--- config.mk ---
export PLATFORM = sky130hd
export DESIGN_NAME = urv_regfile_mp
export DESIGN_NICKNAME = d
export VERILOG_FILES = /design/src/rtl/urv_regfile_mp.sv
export SDC_FILE = /design/constraint.sdc
export NUM_CORES = 1
export LEC_CHECK = 0
export ABC_CLOCK_PERIOD_IN_PS = 4350
export CAP_MARGIN = 20
export CELL_PAD_IN_SITES_DETAIL_PLACEMENT = 1
export CELL_PAD_IN_SITES_GLOBAL_PLACEMENT = 2
export CORE_MARGIN = 4
export CORE_UTILIZATION = 49
export CTS_BUF_LIST = sky130_fd_sc_hd__clkbuf_2 sky130_fd_sc_hd__clkbuf_4 sky130_fd_sc_hd__clkbuf_8
export DETAILED_ROUTE_END_ITERATION = 6
export MAX_ROUTING_LAYER = met4
export PLACE_DENSITY = 0.8
export SETUP_SLACK_MARGIN = 0.15
export SLEW_MARGIN = 20
export SYNTH_ARGS = -nofsm -noshare
export SYNTH_HDL_FRONTEND = slang
export SYNTH_SLANG_ARGS = --single-unit
export TNS_END_PERCENT = 1
--- constraint.sdc ---
create_clock -name clk_i -period 4.35 [get_ports clk_i]
set_input_delay 0.87 -clock clk_i [delete_from_list [all_inputs] [get_ports clk_i]]
set_output_delay 0.87 -clock clk_i [all_outputs]
set_load 0.05 [all_outputs]
--- src/rtl/urv_regfile_mp.sv ---
// Multi-read-port register file for the uRV pipeline.
// Parametrised in width, depth and read-port count, with a clear sequencer
// that zeroes the whole array after reset or on request, a write-through
// register for read-during-write, and a writeback-to-execute bypass.
module urv_regfile_mp #(
    parameter int g_width     = 32,
    parameter int g_addr_bits = 5,
    parameter int g_num_read  = 2,
    parameter int g_zero_reg  = 1
) (
    input  logic                              clk_i,
    input  logic                              rst_i,
    input  logic                              clear_i,
    output logic                              init_busy_o,
    input  logic                              d_stall_i,
    input  logic [g_num_read*g_addr_bits-1:0] rf_rs_i,
    input  logic [g_num_read*g_addr_bits-1:0] d_rs_i,
    output logic [g_num_read*g_width-1:0]     x_rs_value_o,
    input  logic [g_addr_bits-1:0]            w_rd_i,
    input  logic [g_width-1:0]                w_rd_value_i,
    input  logic                              w_rd_store_i,
    input  logic                              w_bypass_rd_write_i,
    input  logic [g_width-1:0]                w_bypass_rd_value_i
);

    localparam int DEPTH = 1 << g_addr_bits;

    typedef enum logic {
        ST_IDLE  = 1'b0,
        ST_CLEAR = 1'b1
    } state_t;

    state_t                 state, state_nxt;
    logic [g_addr_bits-1:0] clr_ptr, clr_ptr_nxt;
    logic                   idle;
    logic                   wr_ok;

    logic [g_width-1:0]                      mem [DEPTH];
    logic [g_num_read-1:0][g_width-1:0]      rd_val;
    logic [g_num_read-1:0]                   rsw;
    logic [g_width-1:0]                      bypass_w;

    assign idle        = (state == ST_IDLE);
    assign init_busy_o = (state == ST_CLEAR);

    // A write only counts outside the clear sequence and never targets a hardwired x0.
    assign wr_ok = idle && w_rd_store_i && !((g_zero_reg != 0) && (w_rd_i == '0));

    // Clear sequencer state and pointer; reset restarts the full sweep.
    always_ff @(posedge clk_i or negedge rst_i) begin
        if (!rst_i) begin
            state   <= ST_CLEAR;
            clr_ptr <= '0;
        end else begin
            state   <= state_nxt;
            clr_ptr <= clr_ptr_nxt;
        end
    end

    // Next-state: IDLE waits for a clear request, CLEAR walks every address once.
    always_comb begin
        state_nxt   = state;
        clr_ptr_nxt = clr_ptr;
        case (state)
            ST_IDLE: begin
                if (clear_i) begin
                    state_nxt   = ST_CLEAR;
                    clr_ptr_nxt = '0;
                end
            end
            ST_CLEAR: begin
                clr_ptr_nxt = clr_ptr + {{(g_addr_bits-1){1'b0}}, 1'b1};
                if (&clr_ptr) begin
                    state_nxt = ST_IDLE;
                end
            end
            default: begin
                state_nxt   = ST_CLEAR;
                clr_ptr_nxt = '0;
            end
        endcase
    end

    // Array write port: the sequencer owns it while clearing, writeback otherwise.
    always_ff @(posedge clk_i) begin
        if (state == ST_CLEAR) begin
            mem[clr_ptr] <= '0;
        end else if (wr_ok) begin
            mem[w_rd_i] <= w_rd_value_i;
        end
    end

    // Copy of the latest committed write, returned when a read raced that write.
    always_ff @(posedge clk_i or negedge rst_i) begin
        if (!rst_i) begin
            bypass_w <= '0;
        end else if (wr_ok) begin
            bypass_w <= w_rd_value_i;
        end
    end

    // Per-port read registers and read-during-write flags; forced to zero while clearing.
    always_ff @(posedge clk_i or negedge rst_i) begin
        if (!rst_i) begin
            rd_val <= '0;
            rsw    <= '0;
        end else if (!idle) begin
            rd_val <= '0;
            rsw    <= '0;
        end else if (!d_stall_i) begin
            for (int k = 0; k < g_num_read; k++) begin
                rd_val[k] <= mem[rf_rs_i[k*g_addr_bits +: g_addr_bits]];
                rsw[k]    <= wr_ok && (rf_rs_i[k*g_addr_bits +: g_addr_bits] == w_rd_i);
            end
        end
    end

    // Operand mux per port: writeback bypass first, then write-through, then array data.
    always_comb begin
        x_rs_value_o = '0;
        for (int k = 0; k < g_num_read; k++) begin
            if (idle && w_bypass_rd_write_i &&
                (d_rs_i[k*g_addr_bits +: g_addr_bits] == w_rd_i) && (w_rd_i != '0)) begin
                x_rs_value_o[k*g_width +: g_width] = w_bypass_rd_value_i;
            end else if (rsw[k]) begin
                x_rs_value_o[k*g_width +: g_width] = bypass_w;
            end else begin
                x_rs_value_o[k*g_width +: g_width] = rd_val[k];
            end
        end
    end

endmodule

==> metrics.md <==
| Metric | Value |
|---|---|
| CTS tree | `yes` |
| Die H | `341.0 µm` |
| Ys Warns | `0` |
| R2R Path Start | `init_busy_o` |
| Final Non-Filler Cells | `5224` |
| Tmin final | `4158 ps` |
| Clock Latency Late Sink | `870 ps` |
| Largest net degree at the start of global routing | `67` |
| Sequential share of the synthesized area | `0.6138` |
| Crit path setup slack, layout | `191.7 ps` |
| Vias in the first global route | `38134` |
| Post-synthesis async set-or-reset flop share | `0.09220` |
| Fillers | `9905` |
| Top-level I/O count | `160` |
| Initial antenna violation count | `7` |
| Overflow after GRT | `0` |
| Max Slew Vio Count | `0` |
| Critical path fanouts, max | `32` |
| Multiplexer share of the synthesized area | `0.2473` |
| Top_reg_cell synth | `edfxtp_1` |
| Cell taking the most area after synthesis | `edfxtp_1` |
| Cts hold-fix bufs | `0` |
| ANT nets after route | `0` |
| Net Count, Synth | `3380` |
| Via count | `35713` |
| Busiest layer in global routing | `met2` |
| Total die area | `116300 µm²` |
| CP required | `3480 ps` |
| Cell Area, Synth | `54340 µm²` |
| Post-layout nets | `3677` |
| Site Rows | `121` |
| Starting density of the core | `0.4964` |
| Cell leakage power | `22.73 nW` |
| Final Util | `0.5710` |
| Post-CTS setup repair buffer count | `0` |
| Clock Pin Slew Worst Setup and Hold Paths | `60 ps` |
| CTS buffer count | `187` |
| Hold WS | `55.85 ps` |
| Port buffer count | `159` |
| Core ar. | `109500 µm²` |
| Normalized max-slew margin | `0.2369` |
| Pwr Total | `29.10 mW` |
| Compound-Gate Fraction of Synth Area | `0.07815` |
| Post-Synth Adder-Cell Area | `0.0004605` |
| H-tree Lvls | `4` |
| Die X | `341.0 µm` |
| Power density over the cells | `465.5 nW/µm²` |
| Xor/xnor share of the synthesized area | `0.003546` |
| Worst Clk Skew | `30.64 ps` |
| Max-Cap Viols | `0` |
| Post-DP Area | `58710 µm²` |
| Initial detailed-routing violation count | `4017` |
| Unrepaired setup endpoints after global routing | `true` |
| Crit path max-delay cell type | `or4_2` |
| # DRC | `0` |
| Number of distinct library cells after synthesis | `53` |
| Outcome | `finished clean` |
| R2R cell count | `4` |
| Final wirelength | `196800 µm` |
| Crit Path Category | `input pin to primary output` |
| Setup crit start kind | `input pin` |
| Avg WL per Cell | `37.67 µm` |
| Hpwl dp | `119500 µm` |
| Fmax | `240.5 MHz` |
| Via density | `6.836` |
| Share of the synthesized area in the top cell type | `0.5659` |
| Reg-to-reg setup timing slack | `1610 ps` |
| Max incr delay on CP | `710 ps` |
| Layout area overhead | `15.03%` |
| Grt met1 use | `0.4403` |
| Cells along the critical path | `clkdlybuf4s50_1 -> nor3_1 -> a21oi_2 -> nand2_1 -> or4_2 -> buf_12 -> mux2_4 -> buf_4` |
| Crit path DAT | `3290 ps` |
| Combinational family with the most area after synthesis | `multiplexers` |
| Cell count after synthesis | `3283` |
| FF+latch count, synth | `1128` |
| Longest Clk Path Bufs | `3` |
| Finished Cell Area | `62510 µm²` |
| Hold Path Class | `input pin to asynchronous set/reset pin` |
| # clock sinks | `1128` |
| Final Hold Fails | `0` |
| Post-Synth Simple-Gate Area | `0.02574` |
| Met3 usage | `0.05873` |
| Number of synthesized flops with an enable pin | `1024` |
| Worst VDD drop | `0.0002945 V` |
| Layout cells sized above 1 | `0.3126` |
| Tightest Pin Transition | `1142 ps` |
| Setup TNS | `0 ps` |
| Worst slack, placed | `108.2 ps` |
| RR Endpoint | `mem[28][21]` |
| Post-Place Cells | `4866` |
| GP Congestion | `0.8736` |
| Global-route wire length before repair | `279500 µm` |
| Fin crit share | `0.9559` |
| Final setup viols | `0` |
| 1st-pass router iterations | `5` |
| Syn_area_per_cell | `16.55 µm²` |
| Synth area leaders | `edfxtp_1 57%, mux4_2 11%, mux2i_1 8.5%` |
| Clk root buf | `clkbuf_8` |
| Gr usage total | `0.3479` |
| Met2 usage | `0.5477` |
| CP Capture Type | `primary output` |
registers in the layout (all words and copies together) (netlist names):
register / count
clr_ptr: 5
rd_val: 64
bypass_w: 32
init_busy_o: 1
mem: 1024
rsw: 2
placed cells by master (no fill, tap or decap), types with 25 or more instances in the layout:
master and instances:
edfxtp_1 1024, mux2i_1 463, mux4_2 256, buf_4 233, clkbuf_8 203, mux2_2 190
a21oi_1 177, a22oi_1 137, dfrtp_1 101, nand2_1 92, clkdlybuf4s50_1 80, a221oi_1 64
mux2_4 60, clkbuf_4 60, buf_12 59, nor2b_1 58, a211oi_1 55, o41ai_1 55
clkinv_1 48, nor2_4 35, a22o_1 35, and2_1 32, a21o_1 32, o22ai_1 31
clkinv_2 25
critical path: cells and delay by family:
family	cells	cell delay, ps
multiplexers	1	340
AND/OR/NAND/NOR	3	910
buffers and inverters	3	940
AO/OA/AOI/OAI	1	200
logic make-up after synthesis:
group | count (synthesis)
compound gates | 604
buf+inv | 280
fa+ha+maj | 2
simple gates | 278
xor+xnor | 22
flops | 1128
mux | 969
how the worst max path moves through the flow:
| stage | startpoint | to | cells past startpoint | slack, ps |
|---|---|---|---|---|
| 6_report | w_rd_i[3] | x_rs_value_o[30] | 8 | 190 |
| 5_1_grt | w_rd_i[3] | x_rs_value_o[30] | 8 | 140 |
| 4_1_cts | w_rd_i[3] | x_rs_value_o[34] | 8 | 190 |
| 3_5_place_dp | w_rd_i[0] | x_rs_value_o[34] | 8 | 110 |
| 3_3_place_gp | w_rd_i[0] | x_rs_value_o[33] | 8 | 160 |
| 2_1_floorplan | w_rd_i[1] | mem[12][0] | 7 | 510 |
Yosys cell counts (all sizes together) (3+ instances only):
| cell | n |
|---|---|
| a211oi | 56 |
| a21o | 32 |
| a21oi | 179 |
| a221oi | 64 |
| a22o | 35 |
| a22oi | 137 |
| a31oi | 5 |
| and2 | 34 |
| buf | 150 |
| clkbuf | 126 |
| dfrtp | 103 |
| edfxtp | 1024 |
| inv | 4 |
| mux2 | 250 |
| mux2i | 463 |
| mux4 | 256 |
| nand2 | 95 |
| nand2b | 4 |
| nand3 | 21 |
| nor2 | 40 |
| nor2b | 63 |
| nor3 | 7 |
| nor3b | 3 |
| nor4b | 4 |
| o22ai | 31 |
| o41ai | 55 |
| xnor2 | 7 |
| xor2 | 15 |
what timing repair did:
item | in CTS | in global routing
gates resized for setup | 5 | 1
pin swaps | 0 | 0
cloned | 1 | 0
setup endpoints to repair | 63 | 35
layout make-up:
cell class | count | area (µm²) | area share
Sequential cell | 1128 | 33360 | 0.5336
Multi-Input combinational cell | 1875 | 19650 | 0.3143
Timing Repair Buffer | 384 | 3867 | 0.06187
Clock buffer | 263 | 3244 | 0.05190
Tap cell | 1476 | 1847 | 0.02955
Clock inverter | 89 | 515.5 | 0.008247
Inverter | 4 | 15.01 | 0.0002402
Antenna cell | 5 | 12.51 | 0.0002002
per-layer routing:
layer / routed length [µm] / vias up
met3: 16790 / 554
met2: 94330 / 2117
met1: 74560 / 18929
met5: 0 / -
li1: - / 14113
met4: 11120 / 0
where the power goes:
group	internal, mW	switching (mW)	leakage [nW]	total (mW)
sequential	13.4	0.692	10.9	14.0
clock	5.01	4.49	1.99	9.50
combinational	1.96	3.59	9.83	5.55
total	20.3	8.77	22.7	29.1
Note: power is estimated with default switching activity, not from simulation.
